--- src/rtl/uart_rx_fifo_pkg.sv ---
// Shared types for the UART receive path.
//
// config_t    : active line configuration (word length select, parity enable/sense).
// rx_entry_t  : one FIFO entry, received data byte plus its parity-error flag.
// wr_state_t  : write-side FSM state of uart_rx_fifo; separate from the receiver's own
//               state type.
// decode_word : extracts data/parity from a raw receiver word and checks parity.
package uart_rx_fifo_pkg;

    typedef struct packed {
        logic word;     // 1: 8 data bits, 0: 7 data bits
        logic par_en;   // parity bit present and checked
        logic par_odd;  // 1: odd parity, 0: even parity
    } config_t;

    typedef struct packed {
        logic [7:0] data;
        logic       perr;
    } rx_entry_t;

    typedef enum logic {
        CAP,
        WR
    } wr_state_t;

    // The parity bit sits directly after the last data bit. In 7-bit mode bit 8 is
    // outside the frame and ignored. The data MSB is forced to 0 there, so the XOR
    // reduction over all 8 bits still covers only the real data bits.
    function automatic rx_entry_t decode_word(input config_t cfg, input logic [8:0] w);
        rx_entry_t  e;
        logic [7:0] d;
        logic       p;
        if (cfg.word) begin
            d = w[7:0];
            p = w[8];
        end else begin
            d = {1'b0, w[6:0]};
            p = w[7];
        end
        e.data = d;
        // Total ones (data + parity) is odd exactly when the XOR is 1.
        e.perr = cfg.par_en && ((^d ^ p) != cfg.par_odd);
        return e;
    endfunction

endpackage

--- src/rtl/uart_rx_fifo_mem.sv ---
// Storage array for uart_rx_fifo: DEPTH x rx_entry_t registers, one synchronous
// write port, one asynchronous read port. The array is not reset; validity is
// tracked by the pointers and count in the parent.
//
// Ports:
//   clk   : system clock
//   we    : write enable; wdata is stored at waddr on the rising edge
//   waddr : write address
//   wdata : entry to store
//   raddr : read address
//   rdata : entry at raddr (combinational)
module uart_rx_fifo_mem
    import uart_rx_fifo_pkg::*;
#(
    parameter int unsigned DEPTH = 16,
    localparam int unsigned AW   = $clog2(DEPTH)
) (
    input  logic          clk,
    input  logic          we,
    input  logic [AW-1:0] waddr,
    input  rx_entry_t     wdata,
    input  logic [AW-1:0] raddr,
    output rx_entry_t     rdata
);

    rx_entry_t mem [DEPTH];

    always_ff @(posedge clk) begin
        if (we) begin
            mem[waddr] <= wdata;
        end
    end

    assign rdata = mem[raddr];

endmodule

--- src/rtl/uart_rx_fifo.sv ---
// Receive buffer placed directly after the UART receiver.
//
// Each rx_done strobe captures rx_word. Data and the parity bit are split out
// according to rx_cfg, and parity is checked at that point (stage S0). On the
// following edge the entry is written into a circular FIFO (stage S1). If the FIFO
// is full and nothing is popped in that cycle, the word is dropped and the sticky
// overflow flag is set. The head entry goes to the consumer over valid/ready.
//
// Optional feature (macro UART_RX_FIFO_THRESH_EN): adds a fill-level threshold
// input and a registered interrupt output.
//
// Ports:
//   clk      : system clock
//   rst      : asynchronous active-high reset
//   rx_cfg   : active line config, sampled only when rx_done is high
//   rx_word  : receiver word, LSB first in arrival order
//   rx_done  : one-cycle strobe marking rx_word valid
//   rd_data  : head entry data (0 when empty)
//   rd_perr  : head entry parity-error flag (0 when empty)
//   rd_valid : FIFO not empty
//   rd_ready : consumer pops the head when rd_valid && rd_ready
//   full     : FIFO holds DEPTH entries
//   overflow : sticky, set when a word is dropped
//   ovf_clr  : clears overflow (a simultaneous new overflow wins)
//   thresh   : [UART_RX_FIFO_THRESH_EN] fill level threshold, 0 disables
//   thr_irq  : [UART_RX_FIFO_THRESH_EN] registered count >= thresh
module uart_rx_fifo
    import uart_rx_fifo_pkg::*;
#(
    parameter int unsigned DEPTH = 16,
    localparam int unsigned AW   = $clog2(DEPTH)
) (
    input  logic        clk,
    input  logic        rst,
    input  config_t     rx_cfg,
    input  logic [8:0]  rx_word,
    input  logic        rx_done,
    output logic [7:0]  rd_data,
    output logic        rd_perr,
    output logic        rd_valid,
    input  logic        rd_ready,
    output logic        full,
    output logic        overflow,
    input  logic        ovf_clr
`ifdef UART_RX_FIFO_THRESH_EN
    ,
    input  logic [AW:0] thresh,
    output logic        thr_irq
`endif
);

    localparam logic [AW:0]   FullCnt = (AW + 1)'(DEPTH);
    localparam logic [AW-1:0] PtrOne  = AW'(1);
    localparam logic [AW:0]   CntOne  = (AW + 1)'(1);

    // Write side: capture stage (S0) and FSM
    wr_state_t state_q;
    rx_entry_t cap_q;
    logic      cap_vld;

    // WR lasts exactly one cycle per captured word. A strobe arriving while in WR
    // keeps the FSM in WR, so back-to-back strobes give one write per cycle.
    always_ff @(posedge clk or posedge rst) begin
        if (rst) begin
            state_q <= CAP;
            cap_q   <= '0;
        end else begin
            if (rx_done) begin
                cap_q <= decode_word(rx_cfg, rx_word);
            end
            unique case (state_q)
                CAP: if (rx_done)  state_q <= WR;
                WR:  if (!rx_done) state_q <= CAP;
            endcase
        end
    end

    assign cap_vld = (state_q == WR);

    // Pointers, count and overflow (S1 and read side)
    logic [AW-1:0] wr_ptr_q, rd_ptr_q;
    logic [AW:0]   count_q;
    logic          overflow_q;
    logic          pop, wr_en, drop;
    rx_entry_t     head;

    assign rd_valid = (count_q != '0);
    assign full     = (count_q == FullCnt);
    assign pop      = rd_valid && rd_ready;
    // A pop in the same cycle frees a slot, so a full FIFO still accepts the write.
    assign wr_en    = cap_vld && (!full || pop);
    assign drop     = cap_vld && full && !pop;

    always_ff @(posedge clk or posedge rst) begin
        if (rst) begin
            wr_ptr_q   <= '0;
            rd_ptr_q   <= '0;
            count_q    <= '0;
            overflow_q <= 1'b0;
        end else begin
            if (wr_en) begin
                wr_ptr_q <= wr_ptr_q + PtrOne;
            end
            if (pop) begin
                rd_ptr_q <= rd_ptr_q + PtrOne;
            end
            if (wr_en && !pop) begin
                count_q <= count_q + CntOne;
            end else if (pop && !wr_en) begin
                count_q <= count_q - CntOne;
            end
            if (drop) begin
                overflow_q <= 1'b1;
            end else if (ovf_clr) begin
                overflow_q <= 1'b0;
            end
        end
    end

    assign overflow = overflow_q;

    uart_rx_fifo_mem #(
        .DEPTH (DEPTH)
    ) u_mem (
        .clk   (clk),
        .we    (wr_en),
        .waddr (wr_ptr_q),
        .wdata (cap_q),
        .raddr (rd_ptr_q),
        .rdata (head)
    );

    // The array itself is not reset. Masking with rd_valid gives 0 outputs from
    // reset and whenever the FIFO is empty.
    assign rd_data = rd_valid ? head.data : '0;
    assign rd_perr = rd_valid && head.perr;

`ifdef UART_RX_FIFO_THRESH_EN
    logic thr_irq_q;

    always_ff @(posedge clk or posedge rst) begin
        if (rst) begin
            thr_irq_q <= 1'b0;
        end else begin
            thr_irq_q <= (thresh != '0) && (count_q >= thresh);
        end
    end

    assign thr_irq = thr_irq_q;
`endif

endmodule

--- config.mk ---
export PLATFORM = sky130hd
export DESIGN_NAME = uart_rx_fifo
export DESIGN_NICKNAME = d
export VERILOG_FILES = /design/src/rtl/uart_rx_fifo_pkg.sv /design/src/rtl/uart_rx_fifo_mem.sv /design/src/rtl/uart_rx_fifo.sv
export SDC_FILE = /design/constraint.sdc
export NUM_CORES = 1
export LEC_CHECK = 0
export CELL_PAD_IN_SITES_DETAIL_PLACEMENT = 2
export CELL_PAD_IN_SITES_GLOBAL_PLACEMENT = 2
export CORE_MARGIN = 10
export CORE_UTILIZATION = 30
export CTS_CLUSTER_SIZE = 28
export DETAILED_ROUTE_END_ITERATION = 8
export PLACE_DENSITY = 0.66
export SYNTH_ARGS = -nofsm -noshare
export SYNTH_HDL_FRONTEND = slang
export SYNTH_SLANG_ARGS = --single-unit
--- constraint.sdc ---
create_clock -name clk -period 7.7 [get_ports clk]
set_input_delay 1.54 -clock clk [delete_from_list [all_inputs] [get_ports clk]]
set_output_delay 1.54 -clock clk [all_outputs]
set_load 0.05 [all_outputs]
==> flow_results.xml <==
<?xml version="1.0" encoding="UTF-8"?>
<metrics>
  <group name="outcome">
    <metric name="run_status" unit="">complete, no violations</metric>
  </group>
  <group name="pwr">
    <metric name="sw_frac_of_total" unit="">0.364</metric>
    <metric name="worst_vdd_rail_ir_drop" unit="mV">0.157</metric>
    <metric name="power.density" unit="nW/um2">392</metric>
    <metric name="switching_power" unit="mW">1.14</metric>
    <metric name="sequentialPowerShare" unit="">0.399</metric>
    <metric name="power_frac_comb" unit="">0.328</metric>
    <metric name="leakage" unit="nW">2.69</metric>
    <metric name="clock_power_share" unit="">0.273</metric>
    <metric name="internal-power" unit="mW">1.99</metric>
  </group>
  <group name="setup_path">
    <metric name="critPathBufInv" unit="">2</metric>
    <metric name="cp_cell_sequence" unit="">buf_4, mux4_1, a22oi_1, a21oi_1, clkdlybuf4s50_1</metric>
    <metric name="worstSetupPathType" unit="">reg2out</metric>
    <metric name="r2r_cells" unit="">13</metric>
    <metric name="reg2reg_from" unit="">count_q[1]</metric>
    <metric name="cp_data_arrival_time" unit="ns">3.44</metric>
    <metric name="required" unit="ns">6.16</metric>
    <metric name="critPathMaxStageDelay" unit="ns">0.76</metric>
    <metric name="critPathTopFamily" unit="">buffers and inverters</metric>
    <metric name="crit_path_max_fanout" unit="">21</metric>
    <metric name="element_type_at_the_critical_path_end" unit="">output port</metric>
    <metric name="timing.rr.end" unit="">count_q[4]</metric>
    <metric name="ff2ff_setup_slack" unit="ns">4.40</metric>
    <metric name="critPathSlowestCell" unit="">sky130_fd_sc_hd__dfrtp_2</metric>
    <metric name="critical_path.startpoint_type" unit="">flip-flop</metric>
  </group>
  <group name="sta">
    <metric name="share_of_the_cycle_needed_by_the_critical_path_after_routing" unit="">0.647</metric>
    <metric name="timing.clock.skew" unit="ns">0.00808</metric>
    <metric name="holdWs" unit="ns">0.488</metric>
    <metric name="finalSetupViolations" unit="">0</metric>
    <metric name="finalWorstPathRequiredPeriod" unit="ns">4.98</metric>
    <metric name="slew_headroom" unit="">0.0841</metric>
    <metric name="grt_setup_unrepaired" unit="">false</metric>
    <metric name="report.final.slew_viol_count" unit="">0</metric>
    <metric name="worst_slew_pin_slew" unit="ns">1.37</metric>
    <metric name="post_route_setup_tns" unit="ns">0</metric>
    <metric name="fmaxAchievable" unit="MHz">201</metric>
    <metric name="timing.final.hold_violations" unit="">0</metric>
  </group>
  <group name="hold_path">
    <metric name="hold_path_startpoint" unit="">count_q[4]</metric>
    <metric name="worstHoldPathCells" unit="">1</metric>
    <metric name="min-delay-path-class" unit="">reg2reg</metric>
    <metric name="endpoint_of_the_worst_hold_path" unit="">count_q[4]</metric>
  </group>
  <group name="global_routing">
    <metric name="grt_pass1_wl" unit="mm">25.9</metric>
    <metric name="grt_pass1_vias" unit="">3886</metric>
    <metric name="track_usage" unit="">0.123</metric>
    <metric name="grt_max_degree" unit="">40</metric>
    <metric name="grt-ovfl-total" unit="">0</metric>
    <metric name="number_of_antenna_violations_at_the_first_check_in_global_routing" unit="">0</metric>
  </group>
  <group name="clock_network">
    <metric name="tritoncts" unit="">built</metric>
    <metric name="clk_pin_slew" unit="ns">0.07</metric>
    <metric name="worst_skew_pair.late_latency" unit="ns">0.44</metric>
    <metric name="tritoncts_num_sinks" unit="">168</metric>
    <metric name="htreeDepth" unit="">4</metric>
    <metric name="hold_buffers" unit="">0</metric>
    <metric name="cts-buffers-inserted" unit="">17</metric>
    <metric name="cts_setup_buffers" unit="">0</metric>
    <metric name="cts_root_buf" unit="">sky130_fd_sc_hd__clkbuf_16</metric>
    <metric name="postCtsResizedCells" unit="">0</metric>
    <metric name="max_clock_buf_depth" unit="">2</metric>
  </group>
  <group name="logic_synthesis">
    <metric name="synth-seq-cells" unit="">168</metric>
    <metric name="synth_cell_type_count" unit="">39</metric>
    <metric name="synth-seq-area-share" unit="">0.718</metric>
    <metric name="synth_enable_flop_cells" unit="">144</metric>
    <metric name="synth_top_cell_by_area" unit="">sky130_fd_sc_hd__edfxtp_1</metric>
    <metric name="synth_area" unit="um2">6860</metric>
    <metric name="syn_area_cell" unit="um2">19.3</metric>
    <metric name="synth_top_cell_area_share" unit="">0.630</metric>
    <metric name="post_synth_main_area_contributors" unit="">sky130_fd_sc_hd__edfxtp_1 63%, sky130_fd_sc_hd__mux4_1 9.2%, sky130_fd_sc_hd__dfrtp_1 8.8%</metric>
    <metric name="synthCells" unit="">356</metric>
    <metric name="synth_common_cells" unit="">144 x sky130_fd_sc_hd__edfxtp_1, 24 x sky130_fd_sc_hd__dfrtp_1, 24 x sky130_fd_sc_hd__mux4_1</metric>
    <metric name="async_flop_share" unit="">0.143</metric>
    <metric name="synth_fp_nets" unit="">383</metric>
    <metric name="ys.flop_type" unit="">sky130_fd_sc_hd__edfxtp_1</metric>
    <metric name="synth.most_common_cell" unit="">sky130_fd_sc_hd__edfxtp_1</metric>
    <metric name="yosys_warnings" unit="">0</metric>
  </group>
  <group name="placed_design">
    <metric name="hpwlAfterDp" unit="mm">11.0</metric>
    <metric name="portBuffers" unit="">28</metric>
    <metric name="place_congestion" unit="">0.712</metric>
  </group>
  <group name="detailed_routing">
    <metric name="postRouteAntennaNets" unit="">0</metric>
    <metric name="met2WireLength" unit="mm">8.97</metric>
    <metric name="detailedRoute.firstPassIterationCount" unit="">4</metric>
    <metric name="route.detailed.wl_per_inst" unit="um">25.0</metric>
    <metric name="drt_wl_total" unit="mm">17.1</metric>
    <metric name="drc_errors" unit="">0</metric>
    <metric name="top_layer_used" unit="">met4</metric>
    <metric name="via_count" unit="">3443</metric>
    <metric name="wl_met1" unit="mm">7.21</metric>
    <metric name="detailedRoute.firstIterationViolations" unit="">189</metric>
    <metric name="wl_met3" unit="um">667</metric>
    <metric name="detail_route.vias_per_cell" unit="">5.02</metric>
  </group>
  <group name="floorplan">
    <metric name="design.portCount" unit="">29</metric>
    <metric name="fp-row-count" unit="">55</metric>
    <metric name="floorplan.die.width" unit="um">171</metric>
    <metric name="die_h" unit="um">171</metric>
    <metric name="fp.coreArea" unit="um2">22600</metric>
    <metric name="die_area" unit="um2">29300</metric>
    <metric name="floorplan.initialDensity" unit="">0.304</metric>
  </group>
  <group name="finish">
    <metric name="area.growth.synth_to_final" unit="%">16.6</metric>
    <metric name="num_antenna_cells" unit="">0</metric>
    <metric name="final_nets" unit="">415</metric>
    <metric name="layout.filler_cells" unit="">2196</metric>
    <metric name="layout-drive-gt1-share" unit="">0.155</metric>
  </group>
  <group name="job">
    <metric name="total_of_max_cap_violations" unit="">0</metric>
  </group>
</metrics>
-- flip-flops by register name, summed over array words and instances, names as in the netlist --
name       flops
rd_ptr_q       4
cap_q          9
wr_ptr_q       4
cap_vld        1
count_q        5
overflow       1
u_mem.mem    144
-- logic make-up (layout without fill, tap and decap cells) --
group	Yosys count	count (layout)	share of synthesized area
AOI/OAI and AO/OA	40	40	0.0379
buffers and inverters	29	74	0.0239
adders and majority gates	10	10	0.0193
xor gates and xnor gates	19	19	0.0243
muxes	44	44	0.144
and+or+nand+nor	46	46	0.0326
DFF	168	168	0.718
-- cell usage in the layout (no fill, tap or decap), types with 2 or more instances in the layout --
cell,instances
sky130_fd_sc_hd__nand4_1,2
sky130_fd_sc_hd__clkinv_4,2
sky130_fd_sc_hd__inv_1,10
sky130_fd_sc_hd__ha_1,9
sky130_fd_sc_hd__nor2b_1,4
sky130_fd_sc_hd__inv_8,5
sky130_fd_sc_hd__inv_6,3
sky130_fd_sc_hd__nand2b_1,2
sky130_fd_sc_hd__a21oi_1,11
sky130_fd_sc_hd__edfxtp_1,144
sky130_fd_sc_hd__mux2_2,7
sky130_fd_sc_hd__xor2_1,4
sky130_fd_sc_hd__mux4_2,12
sky130_fd_sc_hd__buf_4,2
sky130_fd_sc_hd__nor3_2,4
sky130_fd_sc_hd__nor2_1,13
sky130_fd_sc_hd__mux4_1,24
sky130_fd_sc_hd__dfrtp_1,23
sky130_fd_sc_hd__inv_2,2
sky130_fd_sc_hd__clkbuf_16,17
sky130_fd_sc_hd__nand2_1,14
sky130_fd_sc_hd__xnor2_1,15
sky130_fd_sc_hd__o21ai_0,5
sky130_fd_sc_hd__clkdlybuf4s50_1,28
sky130_fd_sc_hd__o21a_1,2
sky130_fd_sc_hd__a22oi_1,18
-- power by group through the flow --
stage / Sequential [mW] / Combinational, mW / Clock, mW
global route: 1.27 / 1.11 / 0.903
CTS: 1.26 / 1.05 / 0.869
finish: 1.25 / 1.03 / 0.856
floorplan: 1.20 / 0.776 / 0
global placement: 1.26 / 1.01 / 0
detailed placement: 1.27 / 1.04 / 0
-- layer usage --
| layer | vias up | GRT usage |
|---|---|---|
| met5 | - | 0 |
| met4 | 0 | 0.0423 |
| met3 | 24 | 0.0280 |
| met2 | 75 | 0.211 |
| met1 | 1848 | 0.148 |
| li1 | 1496 | - |
-- metrics by stage --
stage                     cell area, um2  worst slack [ns]   util  power (mW)  std cells
after global routing                8000              2.54  0.355        3.28        686
after CTS                           8000              2.62  0.355        3.18        686
final                               8000              2.72  0.355        3.14        686
after global placement              7420              3.12  0.329        2.27        654
after floorplan                     6860              4.29      -        1.97        356
after detailed placement            7420              3.09  0.329        2.32        654
-- layout make-up --
class | count | area [um2] | area share
Sequential cell | 168 | 4930 | 0.615
Multi-Input combinational cell | 159 | 1790 | 0.224
Clock buffer | 17 | 425 | 0.0531
Tap cell | 285 | 357 | 0.0446
Timing Repair Buffer | 30 | 295 | 0.0369
Clock inverter | 15 | 163 | 0.0203
Inverter | 12 | 45.0 | 0.00563
-- worst max path at each step --
stage                start         end  slack (ns)  depth (start not counted)
2_1_floorplan     rd_ready  count_q[4]        4.29                         10
3_3_place_gp   rd_ptr_q[0]     rd_perr        3.12                          5
3_5_place_dp   rd_ptr_q[0]     rd_perr        3.09                          5
4_1_cts        rd_ptr_q[0]     rd_perr        2.62                          5
5_1_grt        rd_ptr_q[0]  rd_data[4]        2.54                          5
6_report       rd_ptr_q[0]     rd_perr        2.72                          5
Power figures use the tool's default switching activity.
